File: src/rtl/multi_cycle_core.sv
// Multi-cycle RV32I-subset core with one shared req/ready memory port and a debug register read.
// Define MULTI_CYCLE_CORE_PERF_EN to add the cycle_count / instret_count outputs.
module multi_cycle_core #(
    parameter logic [31:0] RESET_PC = 32'h0000_0000,
    parameter int unsigned NUM_REGS = 32,
    parameter int unsigned ADDR_W   = 32
) (
    input  logic              clk,
    input  logic              rst,
    output logic              mem_req,
    output logic              mem_we,
    output logic [ADDR_W-1:0] mem_addr,
    output logic [31:0]       mem_wdata,
    input  logic [31:0]       mem_rdata,
    input  logic              mem_ready,
    output logic              retire,
    output logic              halted,
    output logic [1:0]        trap_cause,
    output logic [31:0]       pc_out,
    input  logic [4:0]        dbg_raddr,
    output logic [31:0]       dbg_rdata
`ifdef MULTI_CYCLE_CORE_PERF_EN
    ,
    output logic [63:0]       cycle_count,
    output logic [63:0]       instret_count
`endif
);

    localparam logic [6:0] OpcR      = 7'b0110011;
    localparam logic [6:0] OpcImm    = 7'b0010011;
    localparam logic [6:0] OpcLoad   = 7'b0000011;
    localparam logic [6:0] OpcStore  = 7'b0100011;
    localparam logic [6:0] OpcBranch = 7'b1100011;
    localparam logic [6:0] OpcJal    = 7'b1101111;

    typedef enum logic [2:0] {
        StFetch, StDecode, StExecute, StMemory, StWriteback, StTrap
    } state_e;

    state_e      state_q, state_d;
    logic [31:0] pc_q, pc_d;
    logic [31:0] ir_q, ir_d;
    logic [31:0] a_q, a_d;
    logic [31:0] b_q, b_d;
    logic [31:0] res_q, res_d;
    logic [31:0] addr_q, addr_d;
    logic [1:0]  cause_q, cause_d;
    logic [31:0] rf_q [32];
    logic        rf_we;
    logic [31:0] mem_addr_full;

    logic [6:0]  opcode, funct7;
    logic [4:0]  rd, rs1, rs2;
    logic [2:0]  funct3;
    logic [31:0] imm_i, imm_s, imm_b, imm_j;
    logic        is_r, is_load, is_store, is_branch, is_jal, legal;
    logic [31:0] op_b, alu_res, eff_addr, pc_inc, br_tgt, jal_tgt;
    logic        br_taken;

    assign opcode = ir_q[6:0];
    assign rd     = ir_q[11:7];
    assign funct3 = ir_q[14:12];
    assign rs1    = ir_q[19:15];
    assign rs2    = ir_q[24:20];
    assign funct7 = ir_q[31:25];

    assign imm_i = {{20{ir_q[31]}}, ir_q[31:20]};
    assign imm_s = {{20{ir_q[31]}}, ir_q[31:25], ir_q[11:7]};
    assign imm_b = {{19{ir_q[31]}}, ir_q[31], ir_q[7], ir_q[30:25], ir_q[11:8], 1'b0};
    assign imm_j = {{11{ir_q[31]}}, ir_q[31], ir_q[19:12], ir_q[20], ir_q[30:21], 1'b0};

    function automatic logic reg_ok(input logic [4:0] idx);
        return 32'(idx) < NUM_REGS;
    endfunction

    always_comb begin
        is_r      = 1'b0;
        is_load   = 1'b0;
        is_store  = 1'b0;
        is_branch = 1'b0;
        is_jal    = 1'b0;
        legal     = 1'b0;
        case (opcode)
            OpcR: begin
                is_r  = 1'b1;
                legal = ((funct7 == 7'b0000000 && (funct3 inside {3'b000, 3'b111, 3'b110, 3'b010}))
                        || (funct7 == 7'b0100000 && funct3 == 3'b000))
                        && reg_ok(rd) && reg_ok(rs1) && reg_ok(rs2);
            end
            OpcImm: begin
                legal = (funct3 inside {3'b000, 3'b111, 3'b110, 3'b010}) && reg_ok(rd) && reg_ok(rs1);
            end
            OpcLoad: begin
                is_load = 1'b1;
                legal   = funct3 == 3'b010 && reg_ok(rd) && reg_ok(rs1);
            end
            OpcStore: begin
                is_store = 1'b1;
                legal    = funct3 == 3'b010 && reg_ok(rs1) && reg_ok(rs2);
            end
            OpcBranch: begin
                is_branch = 1'b1;
                legal     = (funct3 == 3'b000 || funct3 == 3'b001) && reg_ok(rs1) && reg_ok(rs2);
            end
            OpcJal: begin
                is_jal = 1'b1;
                legal  = reg_ok(rd);
            end
            default: ;
        endcase
    end

    assign op_b     = is_r ? b_q : imm_i;
    assign eff_addr = a_q + (is_store ? imm_s : imm_i);
    assign pc_inc   = pc_q + 32'd4;
    assign br_tgt   = pc_q + imm_b;
    assign jal_tgt  = pc_q + imm_j;
    assign br_taken = funct3[0] ? (a_q != b_q) : (a_q == b_q);

    always_comb begin
        case (funct3)
            3'b000:  alu_res = (is_r && funct7[5]) ? a_q - op_b : a_q + op_b;
            3'b111:  alu_res = a_q & op_b;
            3'b110:  alu_res = a_q | op_b;
            3'b010:  alu_res = {31'b0, $signed(a_q) < $signed(op_b)};
            default: alu_res = 32'h0;
        endcase
    end

    // Outputs are forced to their idle values while rst is held, not just after the edge.
    always_comb begin
        state_d       = state_q;
        pc_d          = pc_q;
        ir_d          = ir_q;
        a_d           = a_q;
        b_d           = b_q;
        res_d         = res_q;
        addr_d        = addr_q;
        cause_d       = cause_q;
        rf_we         = 1'b0;
        mem_req       = 1'b0;
        mem_we        = 1'b0;
        mem_addr_full = 32'h0;
        mem_wdata     = 32'h0;
        retire        = 1'b0;
        if (!rst) begin
            case (state_q)
                StFetch: begin
                    mem_req       = 1'b1;
                    mem_addr_full = pc_q;
                    if (mem_ready) begin
                        ir_d    = mem_rdata;
                        state_d = StDecode;
                    end
                end
                StDecode: begin
                    a_d = rf_q[rs1];
                    b_d = rf_q[rs2];
                    if (legal) begin
                        state_d = StExecute;
                    end else begin
                        cause_d = 2'd1;
                        state_d = StTrap;
                    end
                end
                StExecute: begin
                    if (is_branch) begin
                        if (br_taken && br_tgt[1:0] != 2'b00) begin
                            cause_d = 2'd3;
                            state_d = StTrap;
                        end else begin
                            pc_d    = br_taken ? br_tgt : pc_inc;
                            retire  = 1'b1;
                            state_d = StFetch;
                        end
                    end else if (is_jal) begin
                        if (jal_tgt[1:0] != 2'b00) begin
                            cause_d = 2'd3;
                            state_d = StTrap;
                        end else begin
                            res_d   = pc_inc;
                            pc_d    = jal_tgt;
                            state_d = StWriteback;
                        end
                    end else if (is_load || is_store) begin
                        if (eff_addr[1:0] != 2'b00) begin
                            cause_d = 2'd2;
                            state_d = StTrap;
                        end else begin
                            addr_d  = eff_addr;
                            state_d = StMemory;
                        end
                    end else begin
                        res_d   = alu_res;
                        state_d = StWriteback;
                    end
                end
                StMemory: begin
                    mem_req       = 1'b1;
                    mem_we        = is_store;
                    mem_addr_full = addr_q;
                    mem_wdata     = is_store ? b_q : 32'h0;
                    if (mem_ready) begin
                        if (is_store) begin
                            pc_d    = pc_inc;
                            retire  = 1'b1;
                            state_d = StFetch;
                        end else begin
                            res_d   = mem_rdata;
                            state_d = StWriteback;
                        end
                    end
                end
                StWriteback: begin
                    rf_we  = rd != 5'd0;
                    retire = 1'b1;
                    if (!is_jal) begin
                        pc_d = pc_inc;
                    end
                    state_d = StFetch;
                end
                default: ;
            endcase
        end
    end

    always_ff @(posedge clk or posedge rst) begin
        if (rst) begin
            state_q <= StFetch;
            pc_q    <= RESET_PC;
            ir_q    <= 32'h0;
            a_q     <= 32'h0;
            b_q     <= 32'h0;
            res_q   <= 32'h0;
            addr_q  <= 32'h0;
            cause_q <= 2'd0;
        end else begin
            state_q <= state_d;
            pc_q    <= pc_d;
            ir_q    <= ir_d;
            a_q     <= a_d;
            b_q     <= b_d;
            res_q   <= res_d;
            addr_q  <= addr_d;
            cause_q <= cause_d;
        end
    end

    always_ff @(posedge clk or posedge rst) begin
        if (rst) begin
            for (int i = 0; i < 32; i++) begin
                rf_q[i] <= 32'h0;
            end
        end else if (rf_we) begin
            rf_q[rd] <= res_q;
        end
    end

    assign mem_addr   = mem_addr_full[ADDR_W-1:0];
    assign halted     = state_q == StTrap;
    assign trap_cause = cause_q;
    assign pc_out     = pc_q;
    assign dbg_rdata  = (dbg_raddr == 5'd0 || 32'(dbg_raddr) >= NUM_REGS) ? 32'h0 : rf_q[dbg_raddr];

`ifdef MULTI_CYCLE_CORE_PERF_EN
    logic [63:0] cycle_q, cycle_d, instret_q, instret_d;

    always_comb begin
        cycle_d   = halted ? cycle_q : cycle_q + 64'd1;
        instret_d = retire ? instret_q + 64'd1 : instret_q;
    end

    always_ff @(posedge clk or posedge rst) begin
        if (rst) begin
            cycle_q   <= 64'd0;
            instret_q <= 64'd0;
        end else begin
            cycle_q   <= cycle_d;
            instret_q <= instret_d;
        end
    end

    assign cycle_count   = cycle_q;
    assign instret_count = instret_q;
`endif

endmodule
File: config.mk
export PLATFORM = sky130hd
export DESIGN_NAME = multi_cycle_core
export DESIGN_NICKNAME = d
export VERILOG_FILES = /design/src/rtl/multi_cycle_core.sv
export SDC_FILE = /design/constraint.sdc
export NUM_CORES = 2
export LEC_CHECK = 0
export CAP_MARGIN = 20
export CORE_MARGIN = 8
export CORE_UTILIZATION = 59
export CTS_BUF_LIST = sky130_fd_sc_hd__clkbuf_2 sky130_fd_sc_hd__clkbuf_4 sky130_fd_sc_hd__clkbuf_8
export DETAILED_ROUTE_END_ITERATION = 10
export PLACE_DENSITY = 0.79
export REMOVE_ABC_BUFFERS = 1
export SETUP_SLACK_MARGIN = 0.4
export SYNTH_ARGS = -nofsm -noshare
export SYNTH_HDL_FRONTEND = slang
export SYNTH_SLANG_ARGS = --single-unit
File: constraint.sdc
create_clock -name clk -period 35 [get_ports clk]
set_input_delay 3.5 -clock clk [delete_from_list [all_inputs] [get_ports clk]]
set_output_delay 3.5 -clock clk [all_outputs]
set_load 0.01 [all_outputs]
**Word level (Yosys, flattened, before mapping)**

Cells that the tools add are included.

- Register bits: 1,221
- Input bits: 40
- Output and inout port bits: 134
- Word-level logic and storage cells: 202

- Add/sub/neg operators: 6
- Magnitude comparators: 6
- Eq/ne operators: 34
- Muxes and demuxes: 76
- Bitwise gates (word level): 10
- Reductions and logical operators: 30

Operators with widths:

| cell | count |
|---|---|
| 1024-bit bitwise mux | 1 |
| 32-bit two-way mux | 28 |
| 32-bit binary-select mux with 5-bit select | 3 |
| 32-bit demux with 5-bit select | 1 |
| 32-bit adder | 4 |
| 32-bit one-hot mux with 2 select lines | 2 |
| 32-bit one-hot mux with 4 select lines | 1 |
| 32-bit one-hot mux with 3 select lines | 1 |
| 32-bit by 3-bit adder with 32-bit output, second input constant | 1 |
| 32-bit bitwise AND | 1 |
| 32-bit == test | 1 |
| 32-bit < comparator | 1 |
| 32-bit inequality test | 1 |
| 32-bit OR | 1 |
| 32-bit subtractor | 1 |
| 3-bit two-way mux | 9 |
| 6-bit >= comparator, second input constant | 4 |
| 5-bit NOT with 6-bit output | 4 |
| 7-bit by 6-bit == test with 1-bit output, second input constant | 3 |
| 1-bit two-way mux | 18 |
| 3-bit inequality test, second input constant | 6 |
| 3-bit one-hot mux with 5 select lines | 1 |
| 7-bit == test, second input constant | 2 |
| 2-bit two-way mux | 7 |
| other kinds (29) | 60 |

**Longest topological paths before layout**

- Depth after elaboration: 10
- Depth in mapped cells: 19
- Depth with buffers taken out: 16

**Worst setup path after synthesis**

No wires, ideal clock.

- Kind: input to register
- Start: input rst
- End: register pc_q[25], in the netlist pc_out[25]
- Setup time: 0.065 ns
- Data arrival time: 36.691 ns
- Data required time: 34.935 ns
- Path slack: -1.756 ns
- Stages on the path: 8
- Path buffers: 1
- Path through: clkbuf_1 > inv_1 > o221ai_1 > a211oi_2 > nand2_1 > or4_1 > o211ai_1 > a211o_1

- Cells in the longest elaborated chain, start to end: 2

RTL lines:

| element | RTL line | RTL |
|---|---|---|
| from (decl) | 9 | `input logic rst,` |
| 1-bit NOT (no source line) | -- |  |
| 8-bit AND reduction (no source line) | -- |  |
| to (signal assigned) | 239 | `pc_q <= pc_d;` |
| to (decl) | 41 | `logic [31:0] pc_q, pc_d;` |

No other way between the ends.
A chain may end at the register's enable or synchronous reset.

**Worst setup path in the final report**

- Start: input dbg_raddr[1]
- End: output dbg_rdata[6]

- Cells in the longest elaborated chain, start to end: 5
- Elaborated cells on any way between the ends: 6
- Classes of those cells: mux: 4; bitwise: 1; reduce/logical: 1

RTL lines:

| element | RTL line | RTL |
|---|---|---|
| from (decl) | 20 | `input logic [4:0] dbg_raddr,` |
| 5-bit NOT with 6-bit output (implied by the code) | 263 | `assign dbg_rdata = (dbg_raddr == 5'd0 \|\| 32'(dbg_raddr) >= NUM_REGS) ? 32'h0 : rf_q[dbg_raddr];` |
| 32-bit binary-select mux with 5-bit select | 263 |  |
| 32-bit two-way mux (implied by the code) (2 in a row) | 263 |  |
| 32-bit two-way mux (*) | 263 |  |
| to (decl) | 21 | `output logic [31:0] dbg_rdata` |

Every way passes the cells marked *; elsewhere a longest branch is shown, timed or not. The select of a mux whose other input is x is not followed.

==> metrics.md <==
| Metric | Value |
|---|---|
| Status | `finished clean` |
| Comb power frac | `48.2%` |
| Vias in the first global route | `59,387` |
| Worst Tran Pin Value | `1.24 ns` |
| Dominant cells by area after synthesis | `dfrtp_1, mux4_2, mux2_2, ha_1, clkbuf_1` |
| CTS Sinks | `1,220` |
| Synth cell count leaders | `dfrtp_1, mux2_2, mux4_2` |
| I/O Buffers | `172` |
| Kind of critical path | `in2out` |
| Crit path time final | `11.24 ns` |
| Placed Area | `83,500 um2` |
| Pre-CTS WS | `23.92 ns` |
| H-tree Lvls | `4` |
| Post-synthesis cell type count | `92` |
| Tcrit/Tclk final | `32.1%` |
| Post-DP HPWL | `171,000 um` |
| CTS clk-pin slew, worst paths | `0.06 ns` |
| Worst Hold Class | `reg2reg` |
| Die W | `386 um` |
| Synthesized area | `80,600 um2` |
| Max Cap Viol | `0` |
| Count of final hold-check violations | `0` |
| Initial DRT Pass Iterations | `8` |
| Hold-fix buffers at CTS | `0` |
| Slew Limit Fails | `0` |
| Power Dens Cells | `82.4 nW/um2` |
| Remaining global-route overflow | `0` |
| Placer Congestion | `1.05` |
| Pleak | `39.1 nW` |
| Die Y | `386 um` |
| CP Data Arrival Time | `7.74 ns` |
| Initial antenna violation count | `15` |
| Part of the power in the clock network | `19.2%` |
| Fin Setup TNS | `0 ns` |
| Synthesized flop and latch total | `1,220` |
| Unrepaired setup endpoints after global routing | `false` |
| Largest net degree at the start of global routing | `167` |
| 1st-iter DRT viols | `7,911` |
| Rows | `135` |
| Sw frac | `44.2%` |
| Nets | `6,187` |
| WL/cell | `35.0 um` |
| Prevailing post-synth register cell | `dfrtp_1` |
| Fin Hold WS | `0.413 ns` |
| Final ANT Viol Nets | `0` |
| Worst slew margin | `17.6%` |
| Psw | `3.21 mW` |
| Die ar. | `149,000 um2` |
| Syn_area_per_cell | `13.3 um2` |
| Power, Total | `7.27 mW` |
| Count of final setup violators | `0` |
| First-pass GRT wire length | `406,000 um` |
| CTS tree | `yes` |
| Initial Util | `59.5%` |
| Syn Inst Count | `6,066` |
| Placed insts | `7,541` |
| Synth Warn # | `0` |
| Clk_lat worst skew | `0.96 ns` |
| Core area | `136,000 um2` |
| CP Max Fanout | `112` |
| Setup WS post-layout | `23.76 ns` |
| Synth-to-layout area growth | `9.40%` |
| Layout Skew | `0.0483 ns` |
| Post-Route WL | `277,000 um` |
| Power share of the sequential group | `32.7%` |
| Peak Freq | `0.0890 GHz` |
| Sequential share of the synthesized area | `37.9%` |
| # IOs | `174` |
| Leading area contributor after synthesis | `dfrtp_1` |
| Proportion of layout cells with a drive suffix above 1 | `42.1%` |
| Post-CTS sizing | `0` |
| CTS Buf Count | `198` |
| CP startpoint kind | `primary input` |
| Cell area after layout | `88,200 um2` |
| Design internal power | `4.06 mW` |
| Post-route insts no fill | `7,915` |
| Crit end category | `output pin` |
| Number of synthesized flops with an enable pin | `0` |
| Final Util | `65.1%` |
| Root Buffer | `clkbuf_8` |
| Postcts setup bufs | `0` |
| Via density | `7.58` |
| GR Util All Layers | `37.2%` |
| Post-synthesis async set-or-reset flop share | `100%` |
| Most frequent cell after synthesis | `dfrtp_1` |
| Clock tree buffer depth | `3` |
| Post-route DRC violation count | `0` |
| Critical Path RT | `31.50 ns` |
| Vias | `59,966` |
| Synth top area share | `37.9%` |
| Max rail drop VDD | `67.7 uV` |
==> flip-flops by register name (all words and copies together) (netlist names) <==
name / cells
res_q: 32
trap_cause: 2
state_q: 3
ir_q: 32
pc_out: 31
b_q: 32
rf_q: 1024
a_q: 32
addr_q: 32
==> layer usage <==
metal	vias up	wire length [um]	track usage, %
met5	-	79	0
met4	12	22000	24.6
met3	1054	38000	12.5
met2	4562	119000	52.6
met1	30908	98000	48.9
li1	23430	-	-
==> logic make-up after synthesis <==
kind of cell	share of synthesized area, %
mux	42.6
flops	37.9
compound gates	6.80
simple gates	4.85
buf+inv	3.38
fa+ha+maj	2.79
xor+xnor	1.73
other cells	0.00465
==> power by group through the flow <==
stage / Combinational (mW) / Clock (mW) / Sequential (mW)
6_report: 3.50 / 1.39 / 2.38
5_1_grt: 3.71 / 1.46 / 2.40
4_1_cts: 3.38 / 1.40 / 2.36
3_5_place_dp: 3.36 / 0 / 2.38
3_3_place_gp: 3.32 / 0 / 2.36
2_1_floorplan: 2.39 / 0 / 2.30
==> cells in the final DEF, fill, tap and decap left out, types with 14 or more instances in the layout <==
| cell type | instances |
|---|---|
| a22o_1 | 31 |
| and2_1 | 51 |
| mux2i_1 | 103 |
| xor2_1 | 80 |
| a21oi_1 | 273 |
| a31oi_1 | 34 |
| buf_4 | 111 |
| or3_1 | 17 |
| mux4_2 | 960 |
| o211ai_1 | 27 |
| nor3b_1 | 14 |
| a211oi_1 | 32 |
| o21ai_0 | 173 |
| nor3_1 | 49 |
| nor2_1 | 267 |
| o31ai_1 | 20 |
| and3_1 | 31 |
| clkdlybuf4s50_1 | 167 |
| nand2b_1 | 16 |
| a221oi_1 | 20 |
| nand3_1 | 58 |
| nand2_2 | 25 |
| clkinv_2 | 35 |
| inv_1 | 124 |
| o21a_1 | 16 |
| a21o_1 | 73 |
| o21ai_1 | 27 |
| o22ai_1 | 14 |
| o21bai_1 | 15 |
| nand2_1 | 194 |
| xnor2_1 | 77 |
| dfrtp_1 | 1208 |
| clkbuf_4 | 52 |
| ha_1 | 172 |
| clkbuf_8 | 251 |
| mux2_2 | 1039 |
| nand4_1 | 24 |
| nor4_1 | 16 |
==> final timing paths <==
kind	start	end	slack, ns	cells past startpoint
worst max-delay path	dbg_raddr[1]	dbg_rdata[6]	23.76	8
worst min-delay path	rf_q[1013]$_DFFE_PP0P_	rf_q[1013]$_DFFE_PP0P_	0.41	0
worst max register to register	ir_q[3]$_DFFE_PP0P_	res_q[30]$_DFFE_PP0P_	28.95	16
worst min register to register	rf_q[1013]$_DFFE_PP0P_	rf_q[1013]$_DFFE_PP0P_	0.41	0
max in group asynchronous	rst	rf_q[820]$_DFFE_PP0P_	27.28	6
min in group asynchronous	rst	rf_q[419]$_DFFE_PP0P_	3.77	2
==> cell type report <==
| cell class | instances | area [um2] |
|---|---|---|
| repair buffers | 297 | 2900 |
| diodes | 5 | 12.5 |
| well taps | 1781 | 2230 |
| inverters | 126 | 480 |
| clock buffers | 303 | 3840 |
| flip-flops and latches | 1220 | 30600 |
| clock inverters | 56 | 603 |
| multi-input cells | 4127 | 47600 |
| fillers | 9484 | 47400 |
==> worst max-delay path, stage by stage <==
cell	delay (ns)
buf_8	0.64
buf_4	0.73
buf_12	0.55
mux4_2	0.42
mux4_2	0.48
mux2i_1	0.28
nor2_1	0.19
clkdlybuf4s50_1	0.59
No activity file was read; power rests on OpenSTA's default activity.
